<file path="config.mk">
export PLATFORM = sky130hd
export DESIGN_NAME = btn_cond_flat
export DESIGN_NICKNAME = d
export VERILOG_FILES = /design/src/rtl/btn_cond_pkg.sv /design/src/rtl/btn_cond_if.sv /design/src/rtl/btn_debounce.sv /design/src/rtl/btn_cond.sv /design/src/flat_wrapper.sv
export SDC_FILE = /design/constraint.sdc
export NUM_CORES = 1
export LEC_CHECK = 0
export ABC_AREA = 1
export CAP_MARGIN = 25
export CORE_MARGIN = 8
export CORE_UTILIZATION = 30
export DETAILED_ROUTE_END_ITERATION = 10
export GPL_ROUTABILITY_DRIVEN = 0
export PLACE_DENSITY_LB_ADDON = 0.3
export SLEW_MARGIN = 20
export SYNTH_ARGS = -nofsm -noshare
export SYNTH_HDL_FRONTEND = slang
export SYNTH_SLANG_ARGS = --single-unit
export TNS_END_PERCENT = 100
</file>
<file path="constraint.sdc">
create_clock -name clk -period 1.93 [get_ports clk]
set_input_delay 0.2895 -clock clk [delete_from_list [all_inputs] [get_ports clk]]
set_output_delay 0.2895 -clock clk [all_outputs]
set_load 0.005 [all_outputs]
</file>
<file path="src/rtl/btn_cond_pkg.sv">
// Shared types and default parameter values for the btn_cond push-button conditioner.
package btn_cond_pkg;

  typedef enum logic [1:0] {
    IDLE       = 2'd0,
    PRESS_WAIT = 2'd1,
    DOWN       = 2'd2,
    REL_WAIT   = 2'd3
  } deb_state_e;

  localparam int DEB_CYC_DEF  = 16;
  localparam int HOLD_CYC_DEF = 64;

endpackage

</file>
<file path="src/rtl/btn_cond_if.sv">
// Raw button levels in, conditioned start/stop pulses and mode level out.
interface btn_cond_if;

  logic btn_start_raw;
  logic btn_stop_raw;
  logic btn_mode_raw;
  logic start;
  logic stop;
  logic mode;

  modport master (
    output btn_start_raw, btn_stop_raw, btn_mode_raw,
    input  start, stop, mode
  );

  modport slave (
    input  btn_start_raw, btn_stop_raw, btn_mode_raw,
    output start, stop, mode
  );

endinterface

</file>
<file path="src/rtl/btn_debounce.sv">
// One button: 2-flop synchroniser, debounce counter and FSM with a registered press pulse.
//   state      | meaning
//   IDLE       | released and stable
//   PRESS_WAIT | sync high, counting towards an accepted press
//   DOWN       | press accepted, button held
//   REL_WAIT   | sync low, counting towards an accepted release
module btn_debounce
  import btn_cond_pkg::*;
#(
  parameter int DEB_CYC = DEB_CYC_DEF
) (
  input  logic clk,
  input  logic rst,
  input  logic raw,
  output logic press,
  output logic level
);

  localparam int CNT_W = $clog2(DEB_CYC + 1);
  localparam logic [CNT_W-1:0] CNT_LAST = CNT_W'(DEB_CYC - 1);

  logic             meta;
  logic             sync;
  deb_state_e       state_q;
  deb_state_e       state_d;
  logic [CNT_W-1:0] cnt_q;
  logic [CNT_W-1:0] cnt_d;
  logic             press_d;

  always_ff @(posedge clk or posedge rst) begin
    if (rst) begin
      meta <= 1'b0;
      sync <= 1'b0;
    end else begin
      meta <= raw;
      sync <= meta;
    end
  end

  always_ff @(posedge clk or posedge rst) begin
    if (rst) begin
      state_q <= IDLE;
      cnt_q   <= '0;
      press   <= 1'b0;
    end else begin
      state_q <= state_d;
      cnt_q   <= cnt_d;
      press   <= press_d;
    end
  end

  // The counter stops at CNT_LAST because reaching it always leaves the wait state.
  always_comb begin
    state_d = state_q;
    cnt_d   = '0;
    press_d = 1'b0;
    case (state_q)
      IDLE: begin
        if (sync) state_d = PRESS_WAIT;
      end
      PRESS_WAIT: begin
        if (!sync) begin
          state_d = IDLE;
        end else if (cnt_q == CNT_LAST) begin
          state_d = DOWN;
          press_d = 1'b1;
        end else begin
          cnt_d = cnt_q + CNT_W'(1);
        end
      end
      DOWN: begin
        if (!sync) state_d = REL_WAIT;
      end
      REL_WAIT: begin
        if (sync) begin
          state_d = DOWN;
        end else if (cnt_q == CNT_LAST) begin
          state_d = IDLE;
        end else begin
          cnt_d = cnt_q + CNT_W'(1);
        end
      end
      default: state_d = IDLE;
    endcase
  end

  assign level = (state_q == DOWN) || (state_q == REL_WAIT);

endmodule

</file>
<file path="src/rtl/btn_cond.sv">
// Button conditioner top: three debouncers, stop-over-start arbitration and the mode toggle.
// Optional BTN_COND_HOLD_EN: holding stop for HOLD_CYC cycles forces mode back to 0.
module btn_cond
  import btn_cond_pkg::*;
#(
  parameter int DEB_CYC  = DEB_CYC_DEF,
  parameter int HOLD_CYC = HOLD_CYC_DEF
) (
  input  logic       clk,
  input  logic       rst,
  btn_cond_if.slave  bus
);

  logic press_start;
  logic press_stop;
  logic press_mode;
  logic lvl_start;
  logic lvl_stop;
  logic lvl_mode;
  logic mode_q;
  logic force_zero;

  btn_debounce #(.DEB_CYC(DEB_CYC)) u_deb_start (
    .clk   (clk),
    .rst   (rst),
    .raw   (bus.btn_start_raw),
    .press (press_start),
    .level (lvl_start)
  );

  btn_debounce #(.DEB_CYC(DEB_CYC)) u_deb_stop (
    .clk   (clk),
    .rst   (rst),
    .raw   (bus.btn_stop_raw),
    .press (press_stop),
    .level (lvl_stop)
  );

  btn_debounce #(.DEB_CYC(DEB_CYC)) u_deb_mode (
    .clk   (clk),
    .rst   (rst),
    .raw   (bus.btn_mode_raw),
    .press (press_mode),
    .level (lvl_mode)
  );

  assign bus.start = press_start & ~press_stop;
  assign bus.stop  = press_stop;

  // mode_q holds the settled value; the output already reflects a toggle in the press cycle.
  assign bus.mode = force_zero ? 1'b0 : (mode_q ^ press_mode);

  always_ff @(posedge clk or posedge rst) begin
    if (rst) mode_q <= 1'b0;
    else     mode_q <= bus.mode;
  end

`ifdef BTN_COND_HOLD_EN
  localparam int HOLD_W = $clog2(HOLD_CYC + 1);
  localparam logic [HOLD_W-1:0] HOLD_LAST = HOLD_W'(HOLD_CYC - 1);

  logic [HOLD_W-1:0] hold_cnt;
  logic              hold_done;
  logic              unused_lvl;

  assign unused_lvl = lvl_start ^ lvl_mode;

  always_ff @(posedge clk or posedge rst) begin
    if (rst) begin
      hold_cnt   <= '0;
      hold_done  <= 1'b0;
      force_zero <= 1'b0;
    end else begin
      force_zero <= 1'b0;
      if (!lvl_stop) begin
        hold_cnt  <= '0;
        hold_done <= 1'b0;
      end else if (!hold_done) begin
        if (hold_cnt == HOLD_LAST) begin
          force_zero <= 1'b1;
          hold_done  <= 1'b1;
          hold_cnt   <= '0;
        end else begin
          hold_cnt <= hold_cnt + HOLD_W'(1);
        end
      end
    end
  end
`else
  localparam int unused_hold_cyc = HOLD_CYC;
  logic unused_lvl;

  assign unused_lvl = lvl_start ^ lvl_stop ^ lvl_mode;
  assign force_zero = 1'b0;
`endif

endmodule

</file>
<file path="src/flat_wrapper.sv">
// flat-port wrapper written by rule: the top's interface ports become plain ports
module btn_cond_flat import btn_cond_pkg::*;
#(
  parameter int DEB_CYC  = DEB_CYC_DEF,
  parameter int HOLD_CYC = HOLD_CYC_DEF
)
  (clk, rst, bus_btn_start_raw, bus_btn_stop_raw, bus_btn_mode_raw, bus_start, bus_stop, bus_mode);
  btn_cond_if bus_i ();
  input  logic clk;
  input  logic rst;
  input wire logic [$bits(bus_i.btn_start_raw)-1:0] bus_btn_start_raw;
  input wire logic [$bits(bus_i.btn_stop_raw)-1:0] bus_btn_stop_raw;
  input wire logic [$bits(bus_i.btn_mode_raw)-1:0] bus_btn_mode_raw;
  output wire logic [$bits(bus_i.start)-1:0] bus_start;
  output wire logic [$bits(bus_i.stop)-1:0] bus_stop;
  output wire logic [$bits(bus_i.mode)-1:0] bus_mode;
  assign bus_i.btn_start_raw = bus_btn_start_raw;
  assign bus_i.btn_stop_raw = bus_btn_stop_raw;
  assign bus_i.btn_mode_raw = bus_btn_mode_raw;
  assign bus_start = bus_i.start;
  assign bus_stop = bus_i.stop;
  assign bus_mode = bus_i.mode;
  btn_cond #(.DEB_CYC(DEB_CYC), .HOLD_CYC(HOLD_CYC)) u_core (.clk(clk), .rst(rst), .bus(bus_i));
endmodule
</file>
==> reports/qor.txt <==
status: finished clean
Final min period: 1660 ps
Final Hold Viols: 0
max-slew violations: 0
Critical-path top delay cell: clkdlybuf4s50_1
layout cells sized above 1: 0.108
Lkg Pwr: 0.713 nW
Die X: 81.1 um
Setup Fix Bufs, Post-CTS: 0
CP max FO: 2
combinational share of power: 0.038
Clock Path Buffers: 2
first-pass GRT wire length: 3700 um
vias in the first global route: 884
Avg Vias per Cell: 4.41
VDD IR-drop max: 316 uV
crit path cell chain: xor2_1 > clkdlybuf4s50_1
CTS root buf: clkbuf_8
gr ovfl total: 0
Sw Ratio: 0.208
most frequent cell after synthesis: dfrtp_1
Final setup viols: 0
die area: 6580 um^2
Slew headroom: 0.700
clock-pin slew on the worst setup and hold paths: 60 ps
final period utilization: 0.860
wire per inst: 10.4 um
Register Area: 776 um^2
clock sinks: 31
Setup Skew: 3.93 ps
syn nets: 139
Total Neg Setup Slack: 0 ps
Worst-Margin Slew: 450 ps
MaxCap Viol Count: 0
Hold Buf Count CTS: 0
Yosys reg bits: 31
Nets: 155
FF-to-FF setup slack: 780 ps
First DRT Iteration DRCs: 47
GRT Resource Usage Total: 0.0747
synth top area cells: dfrtp_1, nand2_1, nor2_1
initial antenna violation count: 0
critical path class: flip-flop to output pin
Num CTS Buffers: 5
I/O Buffers: 7
First-pass DRT Iterations: 4
top cells by count, synth: dfrtp_1, nand2_1, nor2_1
Die Ht: 81.1 um
Net Switching: 0.265 mW
Ports: 8
Ys Warns: 0
routed wire length: 2060 um
Post-synth EDFFs: 0
Max H-tree Level: 2
Max Freq: 602 MHz
Netlist cell types: 18
cell area after synthesis: 1270 um^2
vias: 874
post-DP HPWL: 1560 um
# fillers: 401
post-synthesis sequential area ratio: 0.610
Primary FF master, synth: dfrtp_1
Antenna diodes: 0
Async S/R FF share, synth: 1.00
post-CTS resize count: 0
critical path required time: 1640 ps
Post-DRT Antenna Nets: 0
delay of the slowest cell on the worst path: 530 ps
largest net degree at the start of global routing: 13
core area: 4030 um^2
hold_ws: 321 ps
Synth top area share: 0.610
CP Launch Type: flip-flop
multi-input combinational cell area: 433 um^2
Layout area overhead: 19.5%
Syn Area/Cell: 9.71 um^2
post-synth top area cell: dfrtp_1
largest registers: u_core.u_deb_mode.cnt_q: 5 flops, u_core.u_deb_start.cnt_q: 5 flops, u_core.u_deb_stop.cnt_q: 5 flops
gate count after technology mapping: 131
total internal power: 1.01 mW
clock network power share: 0.430
HP Class: input pin to async pin
power per cell area: 839 nW/um^2
WP data arrival: 1370 ps
Crit. End Element: output pin
Flop pwr share: 0.532
# rows: 23
RSZ-0062 raised after global routing: false
initial core utilization: 0.316
drc violations: 0
Worst-Skew Late Latency: 280 ps
CTS tree: built
[per-stage QoR]
step / util / instance area (um^2) / cells / power [mW] / setup WS [ps]
floorplan: - / 1270 / 131 / 0.718 / 882
global placement: 0.352 / 1420 / 190 / 0.738 / 563
detailed placement: 0.352 / 1420 / 190 / 0.741 / 562
CTS: 0.377 / 1520 / 198 / 1.30 / 237
global route: 0.377 / 1520 / 198 / 1.34 / 181
finish: 0.377 / 1520 / 198 / 1.28 / 270
[final cells by class]
cell class,instances,area share
clock buffers,8,0.0658
inverters,17,0.0420
multi-input cells,83,0.285
flip-flops and latches,31,0.510
well taps,50,0.0412
repair buffers,9,0.0560
[routing by layer]
metal	vias up	track usage	share of wire
met4	0	0.0375	0.016
met5	-	0	0
met3	4	0.0397	0.048
met1	410	0.0755	0.44
li1	442	-	-
met2	18	0.123	0.49
[cell families (layout without fill, tap and decap cells)]
group                    Yosys count  in the layout  share of synthesized area
buffers and inverters             17             34                     0.0501
AO/OA/AOI/OAI                      3              3                     0.0138
XOR/XNOR                           4              4                     0.0275
AND/OR/NAND/NOR                   73             73                      0.269
flip-flops                        31             31                      0.610
adder cells (fa/ha/maj)            3              3                     0.0295
[worst max-delay path, delay by kind of cell (launching register included)]
family / cells / cell delay [ps]
flops: 1 / 370
buf+inv: 1 / 530
xor+xnor: 1 / 190
[worst paths after layout]
check	cells past startpoint	start	end
setup / recovery	2	u_core.u_deb_mode.press	bus_mode
setup reg to reg	5	u_core.u_deb_start.cnt_q[0]	u_core.u_deb_start.state_q[0]
hold / removal	2	rst	u_core.u_deb_stop.press
min in group clk	0	u_core.u_deb_stop.meta	u_core.u_deb_stop.sync
hold reg to reg	0	u_core.u_deb_stop.meta	u_core.u_deb_stop.sync
max in group asynchronous	3	rst	u_core.mode_q
[cells in the final DEF (no fill, tap or decap), types with 2 or more instances in the layout]
master and n:
nand2_2 2, nand3_1 11, dfrtp_1 31, nor2_1 21, buf_4 2, xor2_1 2, inv_1 16, clkdlybuf4s50_1 7
nand4_1 7, xnor2_1 2, o21ai_0 2, and2_1 2, nor2_4 2, ha_1 3, clkbuf_8 7, nand2_1 25
[power by group through the flow]
stage | Sequential (mW) | Clock, mW | Combinational [mW]
floorplan | 0.688 | 0 | 0.0305
detailed placement | 0.691 | 0 | 0.0500
global route | 0.681 | 0.605 | 0.0582
finish | 0.679 | 0.548 | 0.0483
global placement | 0.690 | 0 | 0.0481
CTS | 0.679 | 0.575 | 0.0503
No activity file was read; power rests on OpenSTA's default activity.
